--- src/rtl/fnd_pkg.sv ---
// Shared constants, load-FSM state type and the leading-zero blanking helper
// for the 4-digit FND scan controller.
package fnd_pkg;

  localparam int                 FND_DIGITS = 4;
  localparam int                 VALUE_W    = 14;
  localparam int                 BCD_W      = 4 * FND_DIGITS;
  localparam logic [VALUE_W-1:0] BCD_MAX    = 14'd9999;
  localparam logic [3:0]         DIGIT_ERR  = 4'ha;

  typedef enum logic [1:0] {
    IDLE,
    CONV,
    COMMIT
  } load_state_e;

  // Slot idx is blanked when it and every more significant digit are zero;
  // the ones digit is never blanked so a value of 0 still shows "0".
  function automatic logic lead_blank(input logic [BCD_W-1:0] bcd,
                                      input logic [1:0]       idx);
    logic zero;
    zero = (idx != 2'd0);
    for (int i = 0; i < FND_DIGITS; i++) begin
      if (i >= int'(idx) && bcd[4*i +: 4] != 4'd0) zero = 1'b0;
    end
    return zero;
  endfunction

endpackage

--- src/rtl/bin2bcd_seq.sv ---
// Iterative shift-add-3 binary to BCD converter: one bit per cycle, VALUE_W
// cycles per conversion. o_done is high during the final step cycle.
module bin2bcd_seq
  import fnd_pkg::*;
(
  input  logic               i_clk,
  input  logic               i_reset,
  input  logic               i_start,
  input  logic [VALUE_W-1:0] i_value,
  output logic               o_done,
  output logic [BCD_W-1:0]   o_bcd
);

  logic [VALUE_W-1:0] bin_q, bin_d;
  logic [BCD_W-1:0]   bcd_q, bcd_d;
  logic [3:0]         cnt_q, cnt_d;
  logic               busy_q, busy_d;
  logic [BCD_W-1:0]   adj;

  always_comb begin
    bin_d  = bin_q;
    bcd_d  = bcd_q;
    cnt_d  = cnt_q;
    busy_d = busy_q;
    adj    = bcd_q;
    for (int i = 0; i < FND_DIGITS; i++) begin
      if (adj[4*i +: 4] >= 4'd5) adj[4*i +: 4] = adj[4*i +: 4] + 4'd3;
    end
    if (i_start) begin
      bin_d  = i_value;
      bcd_d  = '0;
      cnt_d  = '0;
      busy_d = 1'b1;
    end else if (busy_q) begin
      {bcd_d, bin_d} = {adj, bin_q} << 1;
      cnt_d = cnt_q + 4'd1;
      if (cnt_q == 4'(VALUE_W - 1)) busy_d = 1'b0;
    end
  end

  always_ff @(posedge i_clk) begin
    if (i_reset) begin
      bin_q  <= '0;
      bcd_q  <= '0;
      cnt_q  <= '0;
      busy_q <= 1'b0;
    end else begin
      bin_q  <= bin_d;
      bcd_q  <= bcd_d;
      cnt_q  <= cnt_d;
      busy_q <= busy_d;
    end
  end

  assign o_done = busy_q && (cnt_q == 4'(VALUE_W - 1));
  assign o_bcd  = bcd_q;

endmodule

--- src/rtl/fnd_scan_ctrl.sv ---
// 4-digit FND sequencing controller: load handshake + BCD conversion into a
// display register, and a free-running digit scan driving decoder and commons.
//
//   state  | meaning
//   IDLE   | o_ready=1, waiting for i_valid
//   CONV   | converter running, 14 shift-add-3 steps
//   COMMIT | result copied into display register this cycle
module fnd_scan_ctrl
  import fnd_pkg::*;
#(
  parameter int P_CLK_DIV = 100_000
) (
  input  logic               i_clk,
  input  logic               i_reset,
  input  logic               i_valid,
  input  logic [VALUE_W-1:0] i_value,
  input  logic               i_lzb,
  output logic               o_ready,
  output logic [3:0]         o_digit,
  output logic               o_blank,
  output logic [3:0]         o_fndCom
);

  localparam int PW = (P_CLK_DIV > 1) ? $clog2(P_CLK_DIV) : 1;

  load_state_e      state_q, state_d;
  logic             lzb_pend_q, lzb_pend_d;
  logic             ovf_pend_q, ovf_pend_d;
  logic [BCD_W-1:0] disp_bcd_q, disp_bcd_d;
  logic             disp_lzb_q, disp_lzb_d;
  logic             disp_ovf_q, disp_ovf_d;
  logic [PW-1:0]    presc_q, presc_d;
  logic [1:0]       idx_q, idx_d;
  logic [3:0]       com_q, com_d;
  logic [3:0]       digit_q, digit_d;
  logic             blank_q, blank_d;
  logic             conv_start;
  logic             conv_done;
  logic [BCD_W-1:0] conv_bcd;
  logic             tc;

  bin2bcd_seq u_bin2bcd (
    .i_clk   (i_clk),
    .i_reset (i_reset),
    .i_start (conv_start),
    .i_value (i_value),
    .o_done  (conv_done),
    .o_bcd   (conv_bcd)
  );

  always_comb begin
    state_d    = state_q;
    lzb_pend_d = lzb_pend_q;
    ovf_pend_d = ovf_pend_q;
    disp_bcd_d = disp_bcd_q;
    disp_lzb_d = disp_lzb_q;
    disp_ovf_d = disp_ovf_q;
    conv_start = 1'b0;
    o_ready    = (state_q == IDLE);
    case (state_q)
      IDLE: begin
        if (i_valid) begin
          conv_start = 1'b1;
          lzb_pend_d = i_lzb;
          ovf_pend_d = (i_value > BCD_MAX);
          state_d    = CONV;
        end
      end
      CONV: begin
        if (conv_done) state_d = COMMIT;
      end
      COMMIT: begin
        disp_bcd_d = conv_bcd;
        disp_lzb_d = lzb_pend_q;
        disp_ovf_d = ovf_pend_q;
        state_d    = IDLE;
      end
      default: state_d = IDLE;
    endcase
  end

  // Scan path runs regardless of the load FSM; outputs are registered together
  // so digit and common never disagree.
  always_comb begin
    tc      = (presc_q == PW'(P_CLK_DIV - 1));
    presc_d = tc ? '0 : presc_q + 1'b1;
    idx_d   = tc ? idx_q + 2'd1 : idx_q;
    com_d   = ~(4'b0001 << idx_q);
    if (disp_ovf_q) begin
      digit_d = DIGIT_ERR;
      blank_d = 1'b0;
    end else begin
      digit_d = disp_bcd_q[{idx_q, 2'b00} +: 4];
      blank_d = disp_lzb_q && lead_blank(disp_bcd_q, idx_q);
    end
  end

  always_ff @(posedge i_clk) begin
    if (i_reset) begin
      state_q    <= IDLE;
      lzb_pend_q <= 1'b0;
      ovf_pend_q <= 1'b0;
      disp_bcd_q <= '0;
      disp_lzb_q <= 1'b0;
      disp_ovf_q <= 1'b0;
      presc_q    <= '0;
      idx_q      <= 2'd0;
      com_q      <= 4'b1110;
      digit_q    <= 4'h0;
      blank_q    <= 1'b0;
    end else begin
      state_q    <= state_d;
      lzb_pend_q <= lzb_pend_d;
      ovf_pend_q <= ovf_pend_d;
      disp_bcd_q <= disp_bcd_d;
      disp_lzb_q <= disp_lzb_d;
      disp_ovf_q <= disp_ovf_d;
      presc_q    <= presc_d;
      idx_q      <= idx_d;
      com_q      <= com_d;
      digit_q    <= digit_d;
      blank_q    <= blank_d;
    end
  end

  assign o_fndCom = com_q;
  assign o_digit  = digit_q;
  assign o_blank  = blank_q;

endmodule

--- config.mk ---
export PLATFORM = sky130hd
export DESIGN_NAME = fnd_scan_ctrl
export DESIGN_NICKNAME = d
export VERILOG_FILES = /design/src/rtl/fnd_pkg.sv /design/src/rtl/bin2bcd_seq.sv /design/src/rtl/fnd_scan_ctrl.sv
export SDC_FILE = /design/constraint.sdc
export NUM_CORES = 1
export LEC_CHECK = 0
export ABC_CLOCK_PERIOD_IN_PS = 1900
export BUFFER_PORTS_ARGS = -buffer_cell sky130_fd_sc_hd__buf_2
export CAP_MARGIN = 15
export CORE_MARGIN = 10
export CORE_UTILIZATION = 24
export CTS_CLUSTER_DIAMETER = 100
export DETAILED_ROUTE_END_ITERATION = 16
export PLACE_DENSITY_LB_ADDON = 0.12
export SLEW_MARGIN = 30
export SYNTH_ARGS = -nofsm -noshare
export SYNTH_HDL_FRONTEND = slang
export SYNTH_SLANG_ARGS = --single-unit
--- constraint.sdc ---
create_clock -name i_clk -period 1.9 [get_ports i_clk]
set_clock_uncertainty 0.1 [all_clocks]
set_input_delay 0.285 -clock i_clk [delete_from_list [all_inputs] [get_ports i_clk]]
set_output_delay 0.285 -clock i_clk [all_outputs]
set_load 0.03 [all_outputs]
==> results.md <==
- Die Height: 146 microns
- Switching portion of total power: 22.9%
- Synth area leaders: dfxtp_1 (45%), nand2_1 (5.6%), ha_1 (5.2%)
- Most common cell after layout, fill and taps aside: dfxtp_1
- Cts bufs inserted: 9
- Clk pin slew, worst setup/hold paths: 0.06 ns
- DIE AREA: 21,400 sq um
- GRT Total Usage: 8.67%
- Bufs on Longest Clock Path: 2
- Seq pwr share: 47.1%
- Yosys top cell by area: dfxtp_1
- Kind of critical path: reg -> reg
- Syn Nets: 467
- Sequential element share of the synthesized area: 44.5%
- Post-CTS sizing: 0
- IO Pins: 28
- Vias in the first global route: 2,972
- Largest net degree at the start of global routing: 50
- Post-synthesis async set-or-reset flop share: 0%
- Antenna cells: 0
- Share of post-route cells with drive strength above 1: 15.3%
- Initial DRC count: 158
- Setup violators final: 0
- Reg-to-reg setup timing slack: 0.23 ns
- Htree depth: 3
- P per Cell Area: 874 nW/um^2
- Avg WL per Cell: 13.0 microns
- Mapped Area: 3820 sq um
- Clock Latency Late Sink: 0.35 ns
- Total grt overflow: 0
- Synth-to-layout area growth: 18.6%
- CTS Sinks: 85
- Setup bufs post-CTS: 0
- Mean Syn Cell Area: 8.82 sq um
- DPL Wire Length: 6070 microns
- RSZ-0062 raised after global routing: no
- Minimum clock period: 1.67 ns
- Synth cell types: 46
- Max Clock Freq: 598 MHz
- Yosys warns: 0
- Post-synth EDFFs: 0
- Max-slew violation count: 0
- Critical Path RT: 2.02 ns
- Post-Route WL: 8850 microns
- Power, Total: 3.96 mW
- Final hold violation count: 0
- Crit path launch type: flop
- PortBufs: 27
- Outcome: completed
- Global-route wire length before repair: 15,200 microns
- Via count: 3,024
- P_sw: 906 uW
- Row cnt: 46
- CP arrival: 1.79 ns
- Most used DFF post-synth: dfxtp_1
- Pleak: 1.58 nW
- Crit Path Max Fanout: 15
- Clk pwr share: 46.4%
- TNS Setup: 0 ns
- TritonCTS clock tree: built
- CTS root buf: clkbuf_16
- Final ANT Viol Nets: 0
- Vias per inst: 4.44
- Relative slew slack: 74.0%
- DR pass1 iterations: 4
- Die width: 146 microns
- #FFs+latches synth: 85
- Initial antenna violation count: 0
- Core area: 15,800 sq um
- Hold WC Path Type: in -> reg
- Max Cap Viol: 0
- DR DRC count: 0
- Starting Density: 24.2%
- Hold buffers post-CTS: 0
- Worst slew pin tran: 0.384 ns
- P_int: 3.05 mW
- Synth Instances: 433
- Gate power share: 6.4%
- Commonest cells after routing, fill and taps aside: dfxtp_1 (84), nand2_1 (57), nor2_1 (51), a21oi_1 (36), buf_2 (27)
- Worst setup EP type: flop
- VDD IR max: 424 uV
- Net count reported at finish: 495
- Part of the cycle the worst path needs: 88.1%
- Synth top area share: 44.5%
- RePlAce Congestion: 0.742
power by group through the flow:
| stage | Combinational [mW] | Clock (mW) | Sequential, mW |
|---|---|---|---|
| 4_1_cts | 0.258 | 1.91 | 1.87 |
| 2_1_floorplan | 0.185 | 0 | 1.89 |
| 3_5_place_dp | 0.256 | 0 | 1.91 |
| 3_3_place_gp | 0.255 | 0 | 1.90 |
| 5_1_grt | 0.289 | 1.98 | 1.87 |
| 6_report | 0.254 | 1.84 | 1.87 |
synth_stat cells (4+ instances only):
cell and number:
a21oi_1 36, mux2i_1 15, clkbuf_1 10, xor2_1 8, nor3b_1 4, o21ai_0 11
nor2_1 51, a211oi_1 19, a31oi_1 4, nand2b_1 8, ha_1 16, xnor2_1 9
nand2_1 57, buf_2 10, dfxtp_1 85, inv_1 15, nand4_1 6, mux4_2 4
or3_1 6, nor4_1 5, nand3_1 16
state kept, by name (all words and copies together), names as in the netlist:
| name | flops |
|---|---|
| o_blank | 1 |
| idx_q | 2 |
| u_bin2bcd.bin_q | 14 |
| lzb_pend_q | 1 |
| ovf_pend_q | 1 |
| disp_ovf_q | 1 |
| presc_q | 17 |
| u_bin2bcd.cnt_q | 4 |
| u_bin2bcd.busy_q | 1 |
| u_bin2bcd.o_bcd | 16 |
| state_q | 2 |
| o_fndCom | 4 |
| disp_lzb_q | 1 |
| o_digit | 4 |
| disp_bcd_q | 16 |
final timing paths:
| path | endpoint | depth (start not counted) | from |
|---|---|---|---|
| setup reg to reg | presc_q[10]$_SDFF_PP0_ | 5 | presc_q[0]$_SDFF_PP0_ |
| setup / recovery | presc_q[10]$_SDFF_PP0_ | 5 | presc_q[0]$_SDFF_PP0_ |
| hold reg to reg | disp_ovf_q$_SDFFE_PP0N_ | 2 | ovf_pend_q$_SDFFE_PP0P_ |
| hold / removal | lzb_pend_q$_SDFFE_PP0P_ | 3 | i_lzb |
worst max-delay path, stage by stage (launching register included):
cell,delay [ns]
dfxtp_1,0.40
ha_1,0.22
and4_1,0.29
nand4_2,0.13
nand2b_2,0.30
nor2_1,0.09
routing by layer:
metal | vias to the layer above | share of wire, % | global-route usage (%) | wire length, microns
met4 | 0 | 1.9 | 3.90 | 165
met5 | - | 0 | 0 | 0
met2 | 46 | 41 | 11.9 | 3660
met3 | 10 | 4.2 | 2.90 | 375
met1 | 1406 | 53 | 11.9 | 4660
li1 | 1562 | - | - | -
per-stage QoR:
| step | cell area [sq um] | util, % | worst slack, ns | hold WS [ns] | instances |
|---|---|---|---|---|---|
| 2_1_floorplan | 3820 | - | 0.311 | 0.321 | 433 |
| 3_3_place_gp | 4220 | 26.8 | 0.278 | 0.358 | 666 |
| 3_5_place_dp | 4220 | 26.8 | 0.225 | 0.364 | 666 |
| 4_1_cts | 4530 | 28.7 | 0.207 | 0.0569 | 681 |
| 5_1_grt | 4530 | 28.7 | 0.00415 | 0.0705 | 681 |
| 6_report | 4530 | 28.7 | 0.227 | 0.0700 | 681 |
cell families after synthesis:
kind of cell	count (synthesis)	synth area share (%)
simple gates	177	22.9
flops	85	44.5
compound gates	80	12.5
buf+inv	39	4.65
mux	19	6.29
xor+xnor	17	3.90
fa+ha+maj	16	5.24
layout make-up:
| type | count | area, sq um |
|---|---|---|
| tap | 216 | 270 |
| clock inverter | 3 | 43.8 |
| timing repair buffer | 40 | 245 |
| fill | 1750 | 11200 |
| multi-input combinational | 309 | 1940 |
| inverter | 16 | 60.1 |
| clock buffer | 12 | 267 |
| sequential | 85 | 1700 |
Note: power is estimated with default switching activity, not from simulation.
